**src/rtl/alu_pkg.sv**
```systemverilog
// Definitions shared by the ALU execution units: op encodings and the default datapath width.
package alu_pkg;

  localparam int unsigned OP_WIDTH           = 3;
  localparam int unsigned DATA_WIDTH_DEFAULT = 16;

  localparam logic [OP_WIDTH-1:0] OP_AND  = 3'b000;
  localparam logic [OP_WIDTH-1:0] OP_OR   = 3'b001;
  localparam logic [OP_WIDTH-1:0] OP_NAND = 3'b010;
  localparam logic [OP_WIDTH-1:0] OP_NOR  = 3'b011;
  localparam logic [OP_WIDTH-1:0] OP_XOR  = 3'b100;
  localparam logic [OP_WIDTH-1:0] OP_XNOR = 3'b101;
  localparam logic [OP_WIDTH-1:0] OP_SHL  = 3'b110;
  localparam logic [OP_WIDTH-1:0] OP_SHR  = 3'b111;

endpackage

```
**src/rtl/logic_pipe_reg.sv**
```systemverilog
// One pipeline stage of the logic/shift unit: {valid, zero, data} register with load enable.
module logic_pipe_reg #(
  parameter int unsigned WIDTH = 18
) (
  input  logic             clk,
  input  logic             async_rst,
  input  logic             en_i,
  input  logic [WIDTH-1:0] d_i,
  output logic [WIDTH-1:0] q_o
);

  logic [WIDTH-1:0] data_q;

  always_ff @(posedge clk or negedge async_rst) begin
    if (!async_rst) begin
      data_q <= '0;
    end else if (en_i) begin
      data_q <= d_i;
    end
  end

  assign q_o = data_q;

endmodule

```
**src/rtl/logic_shift_pipe.sv**
```systemverilog
// Pipelined logic/shift unit of the ALU with valid/ready handshakes and a registered zero flag.
module logic_shift_pipe #(
  parameter int unsigned DATA_WIDTH  = alu_pkg::DATA_WIDTH_DEFAULT,
  parameter int unsigned PIPE_STAGES = 2,
  parameter int unsigned OP_WIDTH    = 3
) (
  input  logic                  clk,
  input  logic                  async_rst,
  input  logic                  in_valid,
  output logic                  in_ready,
  input  logic [DATA_WIDTH-1:0] A,
  input  logic [DATA_WIDTH-1:0] B,
  input  logic [OP_WIDTH-1:0]   op,
  output logic                  out_valid,
  input  logic                  out_ready,
  output logic [DATA_WIDTH-1:0] result,
  output logic                  zero_flag
);
  import alu_pkg::*;

  localparam int unsigned SHAMT_WIDTH = $clog2(DATA_WIDTH);
  localparam int unsigned RegW        = DATA_WIDTH + 2;

  if (OP_WIDTH != 3) begin : g_bad_op_width
    $error("logic_shift_pipe: OP_WIDTH must be 3");
  end
  if (PIPE_STAGES < 1 || PIPE_STAGES > 4) begin : g_bad_stages
    $error("logic_shift_pipe: PIPE_STAGES must be 1..4");
  end
  if (DATA_WIDTH < 4 || (DATA_WIDTH & (DATA_WIDTH - 1)) != 0) begin : g_bad_width
    $error("logic_shift_pipe: DATA_WIDTH must be a power of 2 and >= 4");
  end

  logic                   adv;
  logic [SHAMT_WIDTH-1:0] shamt;
  logic [DATA_WIDTH-1:0]  op_res;
  logic [RegW-1:0]        stage [PIPE_STAGES+1];

  // Upper B bits are ignored, so a shift by DATA_WIDTH wraps to a shift by 0.
  assign shamt = B[SHAMT_WIDTH-1:0];

  always_comb begin
    op_res = '0;
    case (op)
      OP_AND:  op_res = A & B;
      OP_OR:   op_res = A | B;
      OP_NAND: op_res = ~(A & B);
      OP_NOR:  op_res = ~(A | B);
      OP_XOR:  op_res = A ^ B;
      OP_XNOR: op_res = ~(A ^ B);
      OP_SHL:  op_res = A << shamt;
      OP_SHR:  op_res = A >> shamt;
      default: op_res = '0;
    endcase
  end

  // Single global stall: the whole pipe moves only when the output slot is free or draining.
  assign adv      = ~out_valid | out_ready;
  assign in_ready = adv;

  assign stage[0] = {in_valid, ~|op_res, op_res};

  for (genvar g = 0; g < PIPE_STAGES; g++) begin : g_stage
    logic_pipe_reg #(
      .WIDTH (RegW)
    ) u_stage (
      .clk       (clk),
      .async_rst (async_rst),
      .en_i      (adv),
      .d_i       (stage[g]),
      .q_o       (stage[g+1])
    );
  end

  assign out_valid = stage[PIPE_STAGES][RegW-1];
  assign zero_flag = stage[PIPE_STAGES][DATA_WIDTH];
  assign result    = stage[PIPE_STAGES][DATA_WIDTH-1:0];

endmodule

```
**config.mk**
```make
export PLATFORM = sky130hd
export DESIGN_NAME = logic_shift_pipe
export DESIGN_NICKNAME = d
export VERILOG_FILES = /design/src/rtl/alu_pkg.sv /design/src/rtl/logic_pipe_reg.sv /design/src/rtl/logic_shift_pipe.sv
export SDC_FILE = /design/constraint.sdc
export NUM_CORES = 1
export LEC_CHECK = 0
export ABC_AREA = 1
export CORE_ASPECT_RATIO = 2
export CORE_MARGIN = 3
export CORE_UTILIZATION = 35
export CTS_BUF_LIST = sky130_fd_sc_hd__clkbuf_16
export DETAILED_ROUTE_END_ITERATION = 8
export SYNTH_ARGS = -nofsm -noshare
export SYNTH_HDL_FRONTEND = slang
export SYNTH_SLANG_ARGS = --single-unit
```
**constraint.sdc**
```tcl
create_clock -name clk -period 1.82 [get_ports clk]
set_input_delay 0.546 -clock clk [delete_from_list [all_inputs] [get_ports clk]]
set_output_delay 0.546 -clock clk [all_outputs]
set_load 0.03 [all_outputs]
```
==> flow_summary.ini, run 1 <==
[run_status]
outcome = finished, violations left
failed_checks = negative setup slack

[routing]
drt-pass1-iter-count = 5
post_drt_wl_per_cell_um = 18.1
drt-initial-drc-count = 322
routed_wire_length_um = 18900
drt-vias-per-instance = 5.20
dr_total_vias = 5422
remaining_antenna_violation_count = 0
remaining_drc_errors = 0

[worst_hold_path]
cell_depth_of_the_worst_min_delay_path = 2
hold_path_end = g_stage[1].u_stage.q_o[17]
hp-start = g_stage[0].u_stage.q_o[17]
worst_hold_path_type = reg2reg

[timing]
hold_viol_final = 0
fin_crit_sh_pct = 105
setup_repair_after_global_routing_missed_its_margin = yes
fin_ws_ns = -0.0909
final.setup_skew_ns = 0.00350
slew_headroom_pct = 71.6
drv_slew = 0
clock.fmax_mhz = 523
worst_pin_slew_ns = 0.426
finalCriticalPeriod_ns = 1.91
hold-worst-slack_ns = 0.450
setup-violations-final = 6

[finish]
insertedDiodeCount = 0
largest_reg_flops = 36
fin_nets = 972
stdcell_count = 1042
finished_core_util_pct = 60.4
number_of_fill_cells_in_the_layout = 1098
synthToLayoutAreaGrowth_pct = 68.3
final_layout_size_suffix_gt1_share_pct = 39.4

[pwr]
share_clk_of_total_power_pct = 21.0
power.switching_fraction_pct = 39.3
power_leakage_nw = 3.53
finalPower_mw = 3.76
seq_power_share_pct = 27.5
cell_internal_pwr_mw = 2.28
power.density_cell_area_nw_per_um2 = 548
power.switching_mw = 1.48
p_comb_share_pct = 51.5
vdd.ir_drop.worst_mv = 0.543

[logic_synthesis]
ys_top_cells_by_count = sky130_fd_sc_hd__nand2_1, sky130_fd_sc_hd__nand3_1, sky130_fd_sc_hd__nor2_1
synth.top_cells.by_area = sky130_fd_sc_hd__nand2_1, sky130_fd_sc_hd__dfrtp_1, sky130_fd_sc_hd__nand3_1, sky130_fd_sc_hd__ha_1, sky130_fd_sc_hd__nor2_1
synthDominantAreaCellType = sky130_fd_sc_hd__nand2_1
yosys.cell_count.top_type = sky130_fd_sc_hd__nand2_1
synth_top_area_share_pct = 22.7
synthesis.area_per_instance_um2 = 5.86
yosys_warnings = 0
ys_async_sr_fraction_pct = 100
synth_enable_flop_cells = 0
yosys.cell_types.count = 24
register_area_share_after_synthesis_pct = 22.1
synth-seq-cells = 36
synthesis.area_um2 = 4070
syn_inst = 695
synth_flop_cell = sky130_fd_sc_hd__dfrtp_1
syn_nets = 768

[cts]
htreeDepth = 2
tritoncts_clock_tree = done
worst_setup_hold_path_clk_slew_ns = 0.05
cts_max_path_buffers = 2
clkSinkCount = 36
cts_root_buffer = sky130_fd_sc_hd__clkbuf_16
insertion_delay_ns = 0.28
cts_inserted_buffers = 5

[die]
floorplan.core_area_um2 = 11400
die_h_um = 159
io-pin-count = 58
std_cell_rows = 55
die-width_um = 82.3
initial_core_util_pct = 35.9
die-area_um2 = 13000

[critical_path]
crit_fanout = 4
worstSetupStartpoint = op[0]
worst-setup-path-type = in2reg
r2r_setup_slack_ns = 0.40
critical_path.reg2reg.endpoint = g_stage[0].u_stage.q_o[0]
r2r_start = g_stage[1].u_stage.q_o[17]
worst-r2r-cell-count = 8
crit_required_ns = 2.04
critical_path.startpoint_type = input port
timing.critical_path.arrival_ns = 2.13
timing.critical_path.to_type = flop

[grt]
grt_start_max_net_pins = 49
number_of_antenna_violations_at_the_first_check_in_global_routing = 0
gr-total-overflow = 0
grt_first_pass_wirelength_um = 27800
number_of_global_route_vias_before_repair = 5478
groute.usage.overall_pct = 28.9

[place]
gpl.final_weighted_congestion = 0.993
io_buffers = 57
place_worst_setup_slack_ns = -1.16
placed_cells = 1006
detailedPlacementHpwl_um = 15100

[flow_run]
maxCapViolations = 0
-- logic make-up after synthesis --
| group | Yosys count | share of synthesized area, % |
|---|---|---|
| AOI/OAI and AO/OA | 40 | 5.37 |
| adders and majority gates | 34 | 10.4 |
| buffers and inverters | 104 | 10.7 |
| DFF | 36 | 22.1 |
| and+or+nand+nor | 481 | 51.4 |
-- metal layers --
layer  vias up  track usage, %  routed length, um  share of wire [%]
li1       2635               -                  -                  -
met1      2529            27.3               6130                 32
met2       179            53.0              10200                 54
met3        79            1.42                590                3.1
met4         0            26.7               1930                 10
met5         -               0                  0                  0
-- worst max path at each step --
stage	to	slack (ns)	depth (start not counted)
after global routing	g_stage[0].u_stage.q_o[16]	-0.19	16
final	g_stage[0].u_stage.q_o[16]	-0.09	17
after floorplan	g_stage[0].u_stage.q_o[16]	-0.09	16
after detailed placement	g_stage[0].u_stage.q_o[16]	-1.16	17
after CTS	g_stage[0].u_stage.q_o[16]	-0.12	17
after global placement	g_stage[0].u_stage.q_o[16]	-1.15	17
-- power by group through the flow --
| stage | Sequential [mW] | Clock [mW] | Combinational, mW |
|---|---|---|---|
| 3_3_place_gp | 1.05 | 0 | 1.71 |
| 6_report | 1.03 | 0.790 | 1.93 |
| 4_1_cts | 1.04 | 0.807 | 1.82 |
| 2_1_floorplan | 1.22 | 0 | 0.685 |
| 5_1_grt | 1.06 | 0.849 | 2.09 |
| 3_5_place_dp | 1.05 | 0 | 1.72 |
-- metrics by stage --
stage                     cell area, um2  setup TNS (ns)
after floorplan                     4220         -0.0904
after global placement              5900          -14.05
after detailed placement            5900          -14.48
after CTS                           6540          -0.335
after global routing                6860           -1.30
final                               6860          -0.278
-- layout by cell type, fill, tap and decap left out, drive strengths merged --
| cell type | n |
|---|---|
| buf | 183 |
| dlygate4sd2 | 24 |
| clkdlybuf4s15 | 7 |
| nand3b | 9 |
| clkinv | 2 |
| nor3 | 1 |
| nor2 | 69 |
| dfrtp | 36 |
| inv | 73 |
| clkdlybuf4s50 | 2 |
| nand4 | 9 |
| nand2 | 246 |
| o211ai | 5 |
| o21a | 2 |
| clkbuf | 18 |
| ha | 34 |
| nand3 | 137 |
| o22ai | 1 |
| o21ai | 29 |
| or2 | 10 |
| a21oi | 3 |
-- area by class of cell --
class                           count  area, um2  area share (%)
Clock buffer                        5        125            1.82
Timing Repair Buffer              229       2050            29.9
Tap cell                          142        178            2.59
Inverter                           72        305            4.45
Clock inverter                      3       11.3           0.164
Multi-Input combinational cell    555       3290            48.0
Sequential cell                    36        901            13.1
-- critical path, stage by stage --
cell	delay, ns
sky130_fd_sc_hd__buf_12	0.11
sky130_fd_sc_hd__buf_8	0.12
sky130_fd_sc_hd__buf_6	0.11
sky130_fd_sc_hd__nand3_4	0.08
sky130_fd_sc_hd__buf_6	0.11
sky130_fd_sc_hd__nor2_4	0.03
sky130_fd_sc_hd__nor2_2	0.11
sky130_fd_sc_hd__nand3b_1	0.15
sky130_fd_sc_hd__nor2_1	0.14
sky130_fd_sc_hd__nand3_1	0.12
sky130_fd_sc_hd__nand2_1	0.10
sky130_fd_sc_hd__nand2_1	0.06
sky130_fd_sc_hd__inv_1	0.06
sky130_fd_sc_hd__nand2_1	0.06
sky130_fd_sc_hd__nor2_1	0.09
sky130_fd_sc_hd__nand2_1	0.07
sky130_fd_sc_hd__nand2_1	0.05
-- repair_timing --
item                       in CTS  in global routing
buffers inserted               23                  5
setup endpoints to repair      36                 16
hold buffers                    0                  0
gates cloned                    0                  1
pin swaps                      63                 71
resized for setup             217                108
Note: power is estimated with default switching activity, not from simulation.
==> inputs of run 2 (changes only) <==
CTS_CLUSTER_SIZE = 24   (was not set)
==> results of run 2 <==
Same layout as run 1: the final DEF is identical, and so are final timing and power.
==> inputs of run 3 (changes only) <==
CORE_UTILIZATION = 50   (was 35)
PLACE_DENSITY = 0.74   (was not set)
==> run 3 against run 2 <==
  * The flow still finishes with violations (negative setup slack)
  * Clock power increased by 26%
  * Clock skew increased by 0.0013 ns
  * Die area decreased by 28%
  * Cell area decreased by 7.4%
  * Via count increased by 5.5%
  * Core utilization increased by 20 points
  * Worst hold slack improved by 0.019 ns
  * Critical path depth decreased by 1
  * Cell count decreased by 8.9%
  * Combinational power decreased by 3%
  * Global-route usage increased by 9.8 points
  * Power increased by 4.5%
  * Highest routed layer unchanged
==> flow_summary.ini, run 3 (synthesis gave the netlist of run 1 again) <==
[critical_path]
worst-setup-path-type = in2reg
critical_path.startpoint_type = input port
critical_path.reg2reg.endpoint = g_stage[0].u_stage.q_o[1]
timing.critical_path.to_type = flop
crit_required_ns = 2.04
critical_path.most_common_cell = sky130_fd_sc_hd__nand2_1
crit_fanout = 3
worst-r2r-cell-count = 4
r2r_start = g_stage[1].u_stage.q_o[17]
worstSetupEndpoint = g_stage[0].u_stage.q_o[16]
r2r_setup_slack_ns = 0.47
timing.critical_path.cells = buf_4 > buf_4 > buf_4 > ha_1 > inv_1 > nand2_1 > o211ai_1 > nor2_2 > nand3_2 > nand2_2 > nand2_1 > inv_1 > nand2_1 > nor2_1 > nand2_1 > nand2_1
timing.critical_path.slowest_cell_delay_ns = 0.17
critical_path.slowest_cell = sky130_fd_sc_hd__ha_1
worstSetupStartpoint = A[7]
timing.critical_path.arrival_ns = 2.29

[timing]
clock.fmax_mhz = 484
drv_slew = 0
finalCriticalPeriod_ns = 2.07
fin_crit_sh_pct = 113
final.setup_skew_ns = 0.00477
setup_repair_after_global_routing_missed_its_margin = yes
hold-worst-slack_ns = 0.469
fin_ws_ns = -0.245
slew_headroom_pct = 70.5
setup-violations-final = 11
worst_pin_slew_ns = 0.443
hold_viol_final = 0

[run_status]
failed_checks = negative setup slack
outcome = finished, violations left

[finish]
most-common-layout-cells = sky130_fd_sc_hd__nand2_1, sky130_fd_sc_hd__nand3_1, sky130_fd_sc_hd__buf_4
fin_nets = 925
stdcell_count = 949
final_layout_size_suffix_gt1_share_pct = 38.7
largest_reg_flops = 36
synthToLayoutAreaGrowth_pct = 55.9
most_common_library_cell_in_the_layout_ignoring_fill_and_taps = sky130_fd_sc_hd__nand2_1
insertedDiodeCount = 0

[worst_hold_path]
worst_hold_path_type = reg2reg

[die]
initial_core_util_pct = 51.3
floorplan.core_area_um2 = 7940
die-width_um = 69.8
std_cell_rows = 46
die-area_um2 = 9330
die_h_um = 134
io-pin-count = 58

[routing]
dr_total_vias = 5720
drt-vias-per-instance = 6.03
drt-pass1-iter-count = 5
post_drt_wl_per_cell_um = 20.6
routed_wire_length_um = 19500
remaining_drc_errors = 0
remaining_antenna_violation_count = 0
drt-initial-drc-count = 731

[pwr]
seq_power_share_pct = 26.9
power.switching_mw = 1.58
power_leakage_nw = 3.27
power.switching_fraction_pct = 40.3
share_clk_of_total_power_pct = 25.4
cell_internal_pwr_mw = 2.34
p_comb_share_pct = 47.8
vdd.ir_drop.worst_mv = 0.334
power.density_cell_area_nw_per_um2 = 618

[flow_run]
maxCapViolations = 0

[cts]
insertion_delay_ns = 0.29
cts_root_buffer = sky130_fd_sc_hd__clkbuf_16
cts_max_path_buffers = 2
hold_buffers = 0
cts_inserted_buffers = 5
clkSinkCount = 36
htreeDepth = 2
tritoncts_clock_tree = done
worst_setup_hold_path_clk_slew_ns = 0.06

[grt]
number_of_global_route_vias_before_repair = 5520
groute.usage.overall_pct = 38.7
number_of_antenna_violations_at_the_first_check_in_global_routing = 0
grt_first_pass_wirelength_um = 28100
grt_start_max_net_pins = 49
gr-total-overflow = 0

[place]
gpl.final_weighted_congestion = 1.06
io_buffers = 57
placed_cells = 923
detailedPlacementHpwl_um = 13300
[run 3: worst min-delay path by stage]
stage                                       endpoint  cells past startpoint  slack, ns                  startpoint
after floorplan            g_stage[0].u_stage.q_o[0]                      0       0.25                   async_rst
after global placement    g_stage[1].u_stage.q_o[17]                      2       0.44  g_stage[0].u_stage.q_o[17]
after detailed placement  g_stage[1].u_stage.q_o[12]                      2       0.46  g_stage[0].u_stage.q_o[12]
after CTS                 g_stage[1].u_stage.q_o[12]                      2       0.47  g_stage[0].u_stage.q_o[12]
after global routing      g_stage[1].u_stage.q_o[17]                      2       0.49  g_stage[0].u_stage.q_o[17]
final                     g_stage[1].u_stage.q_o[17]                      2       0.47  g_stage[0].u_stage.q_o[17]
[run 3: critical path: cells and delay by family]
family	cells	cell delay, ns
compound gates	1	0.11
fa+ha+maj	1	0.17
buf+inv	5	0.57
simple gates	9	0.88
[run 3: repair_timing]
| item | CTS | global route |
|---|---|---|
| gates resized for setup | 184 | 138 |
| pin swaps | 62 | 75 |
| endpoints found under the setup margin | 36 | 16 |
| endpoints found under the hold margin | 0 | 0 |
| setup buffers | 10 | 9 |
| gates cloned | 1 | 0 |
[run 3: cell type report]
cell class / count / area (um2)
clock buffer: 5 / 125
clock inverter: 3 / 42.5
fill: 570 / 1590
inverter: 72 / 305
multi-input combinational: 555 / 3300
sequential: 36 / 901
tap: 96 / 120
timing repair buffer: 181 / 1550
timing repair inverter: 1 / 8.76
[run 3: routing by layer]
layer / vias to the layer above / track usage [%] / share of wire, %
met5: - / 0 / 0
met4: 0 / 31.1 / 10
met3: 145 / 3.17 / 7.1
met2: 434 / 71.0 / 51
met1: 2602 / 38.6 / 32
li1: 2539 / - / -
[run 3: power groups by stage]
stage	Combinational, mW	Sequential (mW)	Clock, mW
2_1_floorplan	0.685	1.22	0
3_3_place_gp	1.57	1.05	0
3_5_place_dp	1.61	1.06	0
4_1_cts	1.67	1.05	0.981
5_1_grt	1.98	1.07	1.03
6_report	1.88	1.05	0.995
[run 3: through the flow]
| stage | worst slack, ns | power [mW] | setup TNS, ns | util, % | area, um2 |
|---|---|---|---|---|---|
| final | -0.245 | 3.93 | -0.899 | 80.0 | 6350 |
| after CTS | -0.0908 | 3.70 | -0.0908 | 76.4 | 6060 |
| after global placement | -0.863 | 2.63 | -11.74 | 70.3 | 5580 |
| after global routing | -0.216 | 4.09 | -1.35 | 80.0 | 6350 |
| after floorplan | -0.0904 | 1.90 | -0.0904 | - | 4220 |
| after detailed placement | -0.925 | 2.67 | -12.29 | 70.3 | 5580 |
